File: src/rtl/tqv_periph_fabric.sv
// Peripheral interconnect for TinyQV: address decode, read-response FSM, GPIO/config slot, pin mux, IRQ gating.
// Optional build macro: PERIPH_FABRIC_IRQ_MASK_EN adds the irq_en register and a registered interrupt mask.
module tqv_periph_fabric #(
    parameter int N_USER         = 16,
    parameter int N_SIMPLE       = 16,
    parameter int N_PINS         = 8,
    parameter int TIMEOUT_CYCLES = 255
) (
    input  logic                       clk,
    input  logic                       rst_n,
    input  logic [7:0]                 ui_in,
    output logic [N_PINS-1:0]          uo_out,
    input  logic [10:0]                addr_in,
    input  logic [31:0]                data_in,
    input  logic [1:0]                 data_write_n,
    input  logic [1:0]                 data_read_n,
    input  logic                       data_read_complete,
    output logic [31:0]                data_out,
    output logic                       data_ready,
    output logic [N_USER-1:0]          peri_sel_user,
    output logic [N_SIMPLE-1:0]        peri_sel_simple,
    output logic [1:0]                 peri_write_n,
    output logic [1:0]                 peri_read_n,
    input  logic [32*N_USER-1:0]       user_data_flat,
    input  logic [N_USER-1:0]          user_ready,
    input  logic [8*N_SIMPLE-1:0]      simple_data_flat,
    input  logic [N_PINS*N_USER-1:0]   user_uo_flat,
    input  logic [N_PINS*N_SIMPLE-1:0] simple_uo_flat,
    input  logic [N_USER-1:0]          user_irq_in,
    output logic [N_USER-1:0]          irq_out
);
    // state | meaning
    // IDLE  | accepting read requests
    // WAIT  | selected slot not ready yet, counting towards timeout
    // HOLD  | response latched on data_out until the core consumes it
    typedef enum logic [1:0] {S_IDLE, S_WAIT, S_HOLD} state_t;

    state_t            state_q, state_d;
    logic [7:0]        cnt_q, cnt_d;
    logic [31:0]       data_out_q, data_out_d;
    logic              rdy_q, rdy_d;
    logic [N_PINS-1:0] gpio_out_q;
    logic              err_q, err_d, err_set;
    logic [4:0]        func_sel_q [N_PINS];

    logic        slot_valid, slot_ready, int_sel;
    logic [31:0] slot_data, int_rdata;
    logic [5:0]  off;
    logic        rd_req, int_wr;

    assign off    = addr_in[5:0];
    assign rd_req = (data_read_n != 2'b11);
    assign int_wr = int_sel && (data_write_n != 2'b11);

    always_comb begin
        peri_sel_user   = '0;
        peri_sel_simple = '0;
        slot_valid      = 1'b0;
        slot_ready      = 1'b1;
        slot_data       = 32'h0;
        int_sel         = 1'b0;
        if (addr_in[10]) begin
            for (int k = 0; k < N_SIMPLE; k++) begin
                if (addr_in[7:4] == 4'(k)) begin
                    peri_sel_simple[k] = 1'b1;
                    slot_valid         = 1'b1;
                    slot_data          = {24'h0, simple_data_flat[8*k +: 8]};
                end
            end
        end else begin
            for (int k = 0; k < N_USER; k++) begin
                if (addr_in[9:6] == 4'(k)) begin
                    slot_valid = 1'b1;
                    if (k == 1) begin
                        int_sel   = 1'b1;
                        slot_data = int_rdata;
                    end else begin
                        peri_sel_user[k] = 1'b1;
                        slot_ready       = user_ready[k];
                        slot_data        = user_data_flat[32*k +: 32];
                    end
                end
            end
        end
    end

    // The internal slot is served here, so it never appears on the external strobes.
    assign peri_write_n = (slot_valid && !int_sel) ? data_write_n : 2'b11;
    assign peri_read_n  = (state_q == S_IDLE && slot_valid && !int_sel) ? data_read_n : 2'b11;

`ifdef PERIPH_FABRIC_IRQ_MASK_EN
    logic [N_USER-1:0] irq_en_q, irq_q;
    always_ff @(posedge clk) begin
        if (!rst_n) begin
            irq_en_q <= '1;
            irq_q    <= '0;
        end else begin
            if (int_wr && off == 6'h0C) irq_en_q <= data_in[N_USER-1:0];
            irq_q <= user_irq_in & irq_en_q;
        end
    end
    assign irq_out = irq_q;
`else
    assign irq_out = user_irq_in;
`endif

    always_comb begin
        int_rdata = 32'h0;
        if (off[1:0] == 2'b00) begin
            case (off[5:2])
                4'h0: int_rdata = 32'(gpio_out_q);
                4'h1: int_rdata = {24'h0, ui_in};
                4'h2: int_rdata = {31'h0, err_q};
`ifdef PERIPH_FABRIC_IRQ_MASK_EN
                4'h3: int_rdata = 32'(irq_en_q);
`endif
                default: begin
                    for (int i = 0; i < N_PINS; i++)
                        if (off[5] && off[4:2] == 3'(i)) int_rdata = {27'h0, func_sel_q[i]};
                end
            endcase
        end
    end

    always_comb begin
        state_d    = state_q;
        cnt_d      = cnt_q;
        data_out_d = data_out_q;
        rdy_d      = 1'b0;
        err_set    = 1'b0;
        case (state_q)
            S_IDLE: if (rd_req) begin
                if (slot_ready) begin
                    state_d    = S_HOLD;
                    data_out_d = slot_data;
                    rdy_d      = 1'b1;
                end else begin
                    state_d = S_WAIT;
                    cnt_d   = 8'h0;
                end
            end
            S_WAIT: begin
                if (!rd_req) begin
                    state_d = S_IDLE;
                end else if (slot_ready) begin
                    state_d    = S_HOLD;
                    data_out_d = slot_data;
                    rdy_d      = 1'b1;
                end else if (cnt_q == 8'(TIMEOUT_CYCLES - 1)) begin
                    // Fires on the TIMEOUT_CYCLES-th cycle spent in WAIT.
                    state_d    = S_HOLD;
                    data_out_d = 32'hFFFF_FFFF;
                    rdy_d      = 1'b1;
                    err_set    = 1'b1;
                end else begin
                    cnt_d = cnt_q + 8'h1;
                end
            end
            S_HOLD: if (data_read_complete) state_d = S_IDLE;
            default: state_d = S_IDLE;
        endcase
    end

    assign err_d = err_set | (err_q & ~(int_wr && off == 6'h08 && data_in[0]));

    always_ff @(posedge clk) begin
        if (!rst_n) begin
            state_q    <= S_IDLE;
            cnt_q      <= 8'h0;
            data_out_q <= 32'h0;
            rdy_q      <= 1'b0;
            err_q      <= 1'b0;
            gpio_out_q <= '0;
            for (int i = 0; i < N_PINS; i++) func_sel_q[i] <= (i < 2) ? 5'd2 : 5'd1;
        end else begin
            state_q    <= state_d;
            cnt_q      <= cnt_d;
            data_out_q <= data_out_d;
            rdy_q      <= rdy_d;
            err_q      <= err_d;
            if (int_wr && off == 6'h00) gpio_out_q <= data_in[N_PINS-1:0];
            for (int i = 0; i < N_PINS; i++)
                if (int_wr && off[5] && off[1:0] == 2'b00 && off[4:2] == 3'(i))
                    func_sel_q[i] <= data_in[4:0];
        end
    end

    assign data_out   = data_out_q;
    assign data_ready = rdy_q | (data_write_n != 2'b11);

    always_comb begin
        uo_out = '0;
        for (int i = 0; i < N_PINS; i++) begin
            if (func_sel_q[i][4]) begin
                for (int k = 0; k < N_SIMPLE; k++)
                    if (func_sel_q[i][3:0] == 4'(k)) uo_out[i] = simple_uo_flat[N_PINS*k + i];
            end else if (func_sel_q[i][3:0] == 4'd1) begin
                uo_out[i] = gpio_out_q[i];
            end else begin
                for (int k = 0; k < N_USER; k++)
                    if (k != 1 && func_sel_q[i][3:0] == 4'(k)) uo_out[i] = user_uo_flat[N_PINS*k + i];
            end
        end
    end

    // Slot 1 is internal, so its external inputs are intentionally ignored.
    logic unused_bits;
    assign unused_bits = ^{data_in[31:8], addr_in[8], user_ready[1],
                           user_data_flat[63:32], user_uo_flat[2*N_PINS-1:N_PINS]};
endmodule

File: config.mk
export PLATFORM = sky130hd
export DESIGN_NAME = tqv_periph_fabric
export DESIGN_NICKNAME = d
export VERILOG_FILES = /design/src/rtl/tqv_periph_fabric.sv
export SDC_FILE = /design/constraint.sdc
export NUM_CORES = 1
export LEC_CHECK = 0
export ABC_AREA = 1
export CAP_MARGIN = 20
export CORE_AREA = 2 2 418 420
export CTS_BUF_LIST = sky130_fd_sc_hd__clkbuf_2 sky130_fd_sc_hd__clkbuf_4 sky130_fd_sc_hd__clkbuf_8
export CTS_CLUSTER_SIZE = 14
export DETAILED_ROUTE_END_ITERATION = 8
export DIE_AREA = 0 0 420 422
export PLACE_DENSITY = 0.33
export SYNTH_ARGS = -nofsm -noshare
export SYNTH_HDL_FRONTEND = slang
export SYNTH_SLANG_ARGS = --single-unit
File: constraint.sdc
create_clock -name clk -period 2.35 [get_ports clk]
set_input_delay 0.3525 -clock clk [delete_from_list [all_inputs] [get_ports clk]]
set_output_delay 0.3525 -clock clk [all_outputs]
set_load 0.01 [all_outputs]
==> results of run 1 <==
## state kept, by name, summed over array words and instances (netlist names)
signal      flops
cnt_q           8
data_out       32
err_q           1
func_sel_q     40
gpio_out_q      8
rdy_q           1
state_q         2
## per-stage QoR
| stage | setup WS (ns) | total power, mW | hold WS [ns] | utilization [%] |
|---|---|---|---|---|
| 4_1_cts | -0.776 | 8.30 | 0.384 | 17.0 |
| 3_5_place_dp | -1.72 | 6.59 | 0.477 | 16.2 |
| 5_1_grt | -0.866 | 8.86 | 0.442 | 17.5 |
| 6_report | -0.598 | 8.36 | 0.454 | 17.5 |
| 3_3_place_gp | -1.74 | 6.63 | 0.473 | 16.2 |
| 2_1_floorplan | 0.166 | 3.12 | 0.454 | - |
## per-layer routing
| layer | routed length [um] | share of wire, % |
|---|---|---|
| met5 | 375 | 0.24 |
| met4 | 2310 | 1.5 |
| met3 | 10300 | 6.6 |
| met2 | 81300 | 52 |
| met1 | 61300 | 39 |
## worst min-delay path by stage
stage               endpoint  slack (ns)  depth (start not counted)
6_report       gpio_out_q[1]        0.45                          4
5_1_grt        gpio_out_q[2]        0.44                          4
3_3_place_gp           err_q        0.47                          2
4_1_cts        gpio_out_q[1]        0.38                          4
3_5_place_dp           err_q        0.48                          2
2_1_floorplan          err_q        0.45                          2
## critical path, cell delays in order, from the launching register on
cell      delay (ns)
edfxtp_1        0.39
buf_6           0.16
buf_6           0.11
inv_1           0.05
nor2_2          0.04
nand3_1         0.07
nand3_2         0.08
a221oi_2        0.17
nand4_1         0.12
o21ai_1         0.09
nand4_1         0.11
a21oi_1         0.13
nand3_1         0.14
a31oi_2         0.20
o21ai_1         0.11
buf_4           0.17
## cells in the final DEF, fill, tap and decap left out, types with 6 or more instances in the layout
cell and count:
buf_4 453, buf_12 39, nand3_4 6, nand3b_1 10
o21ai_0 48, nor2_4 31, clkbuf_8 9, nand2_4 30
nor2_2 44, a221oi_1 13, nand4_1 134, o21ai_2 12
nor3_1 23, nand2_1 645, diode_2 19, a221oi_2 20
edfxtp_1 40, nand2_2 62, inv_1 186, o21ai_1 23
nor2_1 270, dfxtp_1 52, buf_6 38, inv_2 35
or2_2 20, a21oi_2 42, clkdlybuf4s50_1 936, nand3_2 22
a21oi_1 113, nand3_1 141, dlygate4sd2_1 11, o211ai_1 13
## kinds of logic (layout without fill, tap and decap cells)
kind of cell               count (synthesis)  after routing  synth area share [%]
buffers and inverters                    319           1737                  10.8
adders and majority gates                  2              2                 0.212
muxes                                      5              5                 0.424
DFF                                       92             92                  19.0
other                                      1             20                0.0318
AOI/OAI and AO/OA                        335            335                  16.7
and+or+nand+nor                         1453           1454                  52.6
xor gates and xnor gates                   3              3                 0.223
## repair_timing
item | in CTS | in global routing
hold buffers | 0 | 0
pin swaps | 90 | 122
buffers inserted | 50 | 27
cloned | 6 | 0
setup endpoints to repair | 163 | 59
resized for setup | 336 | 206
## final cells by class
| type | count | area (um^2) | area share (%) |
|---|---|---|---|
| repair buffers | 1496 | 14400 | 47.4 |
| clock buffers | 9 | 124 | 0.409 |
| inverters | 225 | 867 | 2.86 |
| flip-flops and latches | 92 | 2240 | 7.40 |
| clock inverters | 7 | 66.3 | 0.219 |
| well taps | 2325 | 2910 | 9.60 |
| diodes | 19 | 47.5 | 0.157 |
| multi-input cells | 1800 | 9680 | 31.9 |
## power groups by stage
| stage | clock [mW] | combinational, mW | sequential [mW] |
|---|---|---|---|
| CTS | 1.32 | 5.06 | 1.92 |
| detailed placement | 0 | 4.64 | 1.95 |
| global placement | 0 | 4.68 | 1.95 |
| floorplan | 0 | 1.18 | 1.94 |
| global route | 1.36 | 5.57 | 1.92 |
| finish | 1.24 | 5.21 | 1.91 |
==> summary.txt, run 1 <==
Status
  – Status: finished, violations left
  – Violations in the final reports: setup timing

Worst setup path
  – R2R setup slack: -0.44 ns
  – Worst setup EP type: primary output
  – Reg2Reg Depth: 16
  – R2r startpoint: func_sel_q[0][17]
  – Worst setup path class: reg2out
  – Critical path launch point: func_sel_q[0][36]
  – Worst endpoint required time: 2.00 ns
  – Crit start category: flip-flop
  – Reg2reg end: data_out[2]
  – CP max FO: 5
  – CP endpoint: uo_out[7]
  – WP data arrival: 2.60 ns

Finish
  – Fin nets: 4612
  – Share of layout cells above drive strength 1: 25.1%
  – Layout fillers: 20000
  – Area growth from synthesis to layout: 157%
  – Cell area after layout: 30300 um^2
  – Non-Filler Instances: 5973

Route
  – Final wirelength: 156 mm
  – Final ANT Viol Nets: 0
  – 1st-iter DRT viols: 1137
  – Vias/cell: 3.58
  – # DRC: 0
  – DRT Pass-1 Iters: 5
  – Vias: 21400
  – DR WL/cell: 26.0 um

Yosys
  – Syn_area_per_cell: 5.34 um^2
  – Ys flop type: dfxtp_1
  – Async S/R FF share, synth: 0%
  – Synthesized flop and latch total: 92
  – Syn. warnings: 0
  – Register area share after synthesis: 19.0%
  – Synth top cells by count: nand2_1 (735), nor2_1 (335), inv_1 (213), nand3_1 (167), a21oi_1 (158)
  – Synth top area share: 23.4%
  – Distinct cells, synth: 49
  – Syn Nets: 3198
  – Most numerous cell in the Yosys netlist: nand2_1
  – Post-synth EDFFs: 40
  – Post-synth top area cell: nand2_1
  – Cells after synthesis: 2210
  – Area contributors post-synth: nand2_1 (23%), nor2_1 (11%), edfxtp_1 (10%)
  – Synthesized cell area: 11800 um^2

Hold path
  – Hold_sp: rst_n
  – Worst Hold Class: in2reg

Run
  – Total of max-cap violations: 0

Placement
  – # port buffers: 980
  – Final GP Congestion: 0.910
  – Placed Instance Area: 27900 um^2
  – Detailed Place HPWL: 139 mm
  – Placed cells: 5872

Timing
  – Min Tclk post-route: 2.95 ns
  – Max Fclk: 0.339 GHz
  – Hold Fails Final Rpt: 0
  – Slew headroom: 51.4%
  – Least-Margin Pin Slew: 0.711 ns
  – Final setup vio count: 39
  – Fin. max-slew vios: 0
  – RSZ-0062 raised after global routing: true
  – Final worst setup slack: -0.598 ns
  – Final period util: 125%
  – Final Skew: 0.0238 ns
  – Final TNS setup: -6.58 ns

GRT
  – First-pass GRT wire length: 201 mm
  – Initial antenna violation count: 116
  – Top Usage Layer GRT: met2
  – M2 GR Usage: 31.5%
  – Total GRT Usage: 16.9%
  – M1 GR Usage: 19.4%
  – M3 GR Usage: 4.49%
  – Total gr overflow: 0
  – Largest net degree at the start of global routing: 33
  – Vias in the first global route: 22000

Power and ir drop
  – Peak supply drop: 0.000375 V
  – Logic pwr share: 62.3%
  – Leak Pwr: 12.1 nW
  – Power density over cell area: 276 nW/um^2
  – Reg power frac: 22.8%
  – Switch share: 39.0%
  – Clock share of power: 14.9%
  – Cell internal pwr: 5.10 mW
  – Net Sw Power: 3.26 mW

Die
  – Die height: 422 um
  – I/O Pins: 1079
  – Core area: 173000 um^2
  – Starting Density: 6.83%
  – # rows: 153
  – Die Area: 177000 um^2
  – Die Wd: 420 um

CTS
  – H-tree depth: 3
  – Clock slew at reported path FFs: 0.13 ns
  – Skew-Pair Late Insertion Delay: 0.48 ns
  – Clock sink count: 92
  – CTS root buf: clkbuf_8
  – CTS Buf Count: 9
  – CTS Buffer Depth: 2
  – CTS tree: done
No activity file was read; power rests on OpenSTA's default activity.
==> run 2, diff against run 1 <==
Settings changed: PLACE_DENSITY 0.33 to unset.
==> summary.txt, run 2 (synthesized netlist as in run 1, its figures left out) <==
Placement
  – Placed Instance Area: 27700 um^2 (-0.76%)
  – # port buffers: 980 (unchanged)
  – Final GP Congestion: 1.01 (+11%)
  – Detailed Place HPWL: 147 mm (+5.7%)
  – Pre-CTS setup slack: -1.84 ns (-0.112 ns)

Die
  – Die Wd: 420 um (unchanged)
  – Die height: 422 um (unchanged)
  – # rows: 153 (unchanged)
  – I/O Pins: 1079 (unchanged)
  – Starting Density: 6.83% (unchanged)
  – Die Area: 177000 um^2 (unchanged)
  – Core area: 173000 um^2 (unchanged)

CTS
  – CTS tree: done
  – Skew-Pair Late Insertion Delay: 0.49 ns (about the same)
  – CTS Buf Count: 9 (unchanged)
  – Hold Buf Count CTS: 0 (unchanged)
  – Clock slew at reported path FFs: 0.12 ns (about the same)
  – CTS Buffer Depth: 2 (unchanged)
  – Clock sink count: 92 (unchanged)
  – H-tree depth: 3 (unchanged)
  – CTS root buf: clkbuf_8

Finish
  – Reg area: 2240 um^2 (about the same)
  – Multi-input gate area: 9780 um^2 (+1.1%)
  – Fin util: 17.7% (+0.19 points)
  – Layout fillers: 19800 (-0.86%)
  – Share of layout cells above drive strength 1: 25.6% (+0.55 points)
  – Area growth from synthesis to layout: 159%
  – Fin nets: 4605 (-0.15%)
  – Cell area after layout: 30600 um^2 (+1.1%)
  – Max reg flops: 40 (unchanged)
  – Commonest non-fill, non-tap cell in the layout: clkdlybuf4s50_1
  – Most flop-heavy register: func_sel_q
  – Leading cell types in the layout, fill and taps excluded: clkdlybuf4s50_1 (937), nand2_1 (652), buf_4 (415)

GRT
  – Total gr overflow: 0 (unchanged)
  – Initial antenna violation count: 142 (+22%)
  – First-pass GRT wire length: 211 mm (+5.1%)
  – Total GRT Usage: 18.1% (+1.2 points)
  – Vias in the first global route: 21900 (-0.10%)
  – Largest net degree at the start of global routing: 33 (unchanged)

Power and ir drop
  – Net Sw Power: 3.45 mW (+5.7%)
  – Peak supply drop: 0.000254 V (-32%)
  – Leak Pwr: 12.1 nW (+0.39%)
  – Power density over cell area: 285 nW/um^2 (+3.2%)
  – Logic pwr share: 61.8% (-0.5 points)
  – Switch share: 39.5% (+0.50 points)
  – Clock share of power: 16.1% (+1.2 points)
  – Cell internal pwr: 5.27 mW (+3.5%)
  – Reg power frac: 22.0% (-0.8 points)

Worst setup path
  – WP data arrival: 2.71 ns (+0.11 ns)
  – Worst setup EP type: primary output
  – Worst setup path class: reg2out
  – Reg2Reg Depth: 18 (+2)
  – Crit start category: flip-flop
  – CP max FO: 3 (-2)
  – Worst endpoint required time: 2.00 ns (about the same)

Timing
  – Final TNS setup: -5.16 ns (+1.42 ns)
  – Final worst setup slack: -0.711 ns (-0.113 ns)
  – Final period util: 130% (+4.8 points)
  – Min Tclk post-route: 3.06 ns (+0.113 ns)
  – Fin. max-slew vios: 0 (unchanged)
  – Least-Margin Pin Slew: 0.638 ns (-0.0733 ns)
  – Final setup vio count: 18 (-54%)
  – RSZ-0062 raised after global routing: true
  – Min Hold Slack: 0.456 ns (+0.00186 ns)
  – Max Fclk: 0.327 GHz (-3.7%)
  – Final Skew: 0.0213 ns (-0.00245 ns)
  – Slew headroom: 57.3% (+6.0 points)
  – Hold Fails Final Rpt: 0 (unchanged)

Status
  – Status: finished, violations left
  – Violations in the final reports: setup timing

Route
  – 1st-iter DRT viols: 1456 (+28%)
  – DRT Pass-1 Iters: 5 (unchanged)
  – # DRC: 0 (unchanged)
  – Final ANT Viol Nets: 0 (unchanged)
  – DR WL/cell: 28.1 um (+7.9%)
  – Vias: 22300 (+4.4%)
  – Final wirelength: 168 mm (+8.2%)
  – Vias/cell: 3.72 (+4.1%)

Hold path
  – WHS Path Cells: 4 (unchanged)
  – Worst Hold Class: in2reg

Run
  – Total of max-cap violations: 0 (unchanged)
[run 2: cell count changes in the layout (fill, tap and decap cells not counted), moves of 5 or more]
cell and change:
inv_2 -5, a21oi_1 -13, o21ai_1 -6, buf_6 +18
buf_8 +5, a21oi_2 +11, nand3_2 +5, buf_4 -38
diode_2 +23, buf_12 +5, nand2_1 +7, nand2_4 -9
nor2_4 +6
[run 2: repair_timing]
item | in CTS | in global routing
setup endpoints to repair | 137 | 59
gates resized for setup | 385 | 223
buffers inserted | 73 | 25
pin swaps | 115 | 129
cloned | 8 | 2
[run 2: layer usage]
layer  wire, um  GRT usage [%]  up-vias
met5        336              0        -
met4       5100           5.28       54
met3      13800           5.64      283
met2      83900           31.9     1077
met1      65300           20.7    10600
li1           -              -    10200
[run 2: final timing paths]
path | start | to | slack (ns)
setup / recovery | func_sel_q[0][33] | uo_out[6] | -0.71
hold / removal | rst_n | data_out[2] | 0.46
setup reg to reg | func_sel_q[0][3] | data_out[3] | -0.18
hold reg to reg | err_q | err_q | 0.49
[run 2: per-stage QoR]
step                      instances  total power, mW
after floorplan                2210             3.12
after global placement         5843             6.63
after detailed placement       5843             6.61
after CTS                      5928             8.68
after global routing           5970             9.20
final                          5989             8.72
[run 2: worst max-delay path, stage by stage, from the launching register on]
cell and delay [ns]:
edfxtp_1 0.55, buf_4 0.21, nor3_2 0.28, nand2_1 0.09, nand4_1 0.13, o22ai_1 0.09, nand4_1 0.10, nor2_1 0.06
o2111a_1 0.24, nand3_1 0.08, a21oi_2 0.06, o21ai_2 0.20, buf_12 0.14
[run 2: final cells by class]
type / count / share of cell area, %
repair buffers: 1488 / 47.3
multi-input cells: 1801 / 32.0
well taps: 2325 / 9.50
flip-flops and latches: 92 / 7.33
inverters: 225 / 2.88
clock buffers: 9 / 0.405
diodes: 42 / 0.343
clock inverters: 7 / 0.315
[run 2: power groups by stage]
| stage | registers (mW) | clock network (mW) | logic (mW) |
|---|---|---|---|
| after floorplan | 1.94 | 0 | 1.18 |
| after global placement | 1.97 | 0 | 4.67 |
| after detailed placement | 1.97 | 0 | 4.65 |
| after CTS | 1.92 | 1.50 | 5.26 |
| after global routing | 1.93 | 1.54 | 5.73 |
| final | 1.92 | 1.41 | 5.39 |
==> run 3, diff against run 2 <==
Settings changed: ABC_CLOCK_PERIOD_IN_PS set to 2350.
==> results of run 3 <==
Same layout as run 2: the final DEF is identical, and so are final timing and power.
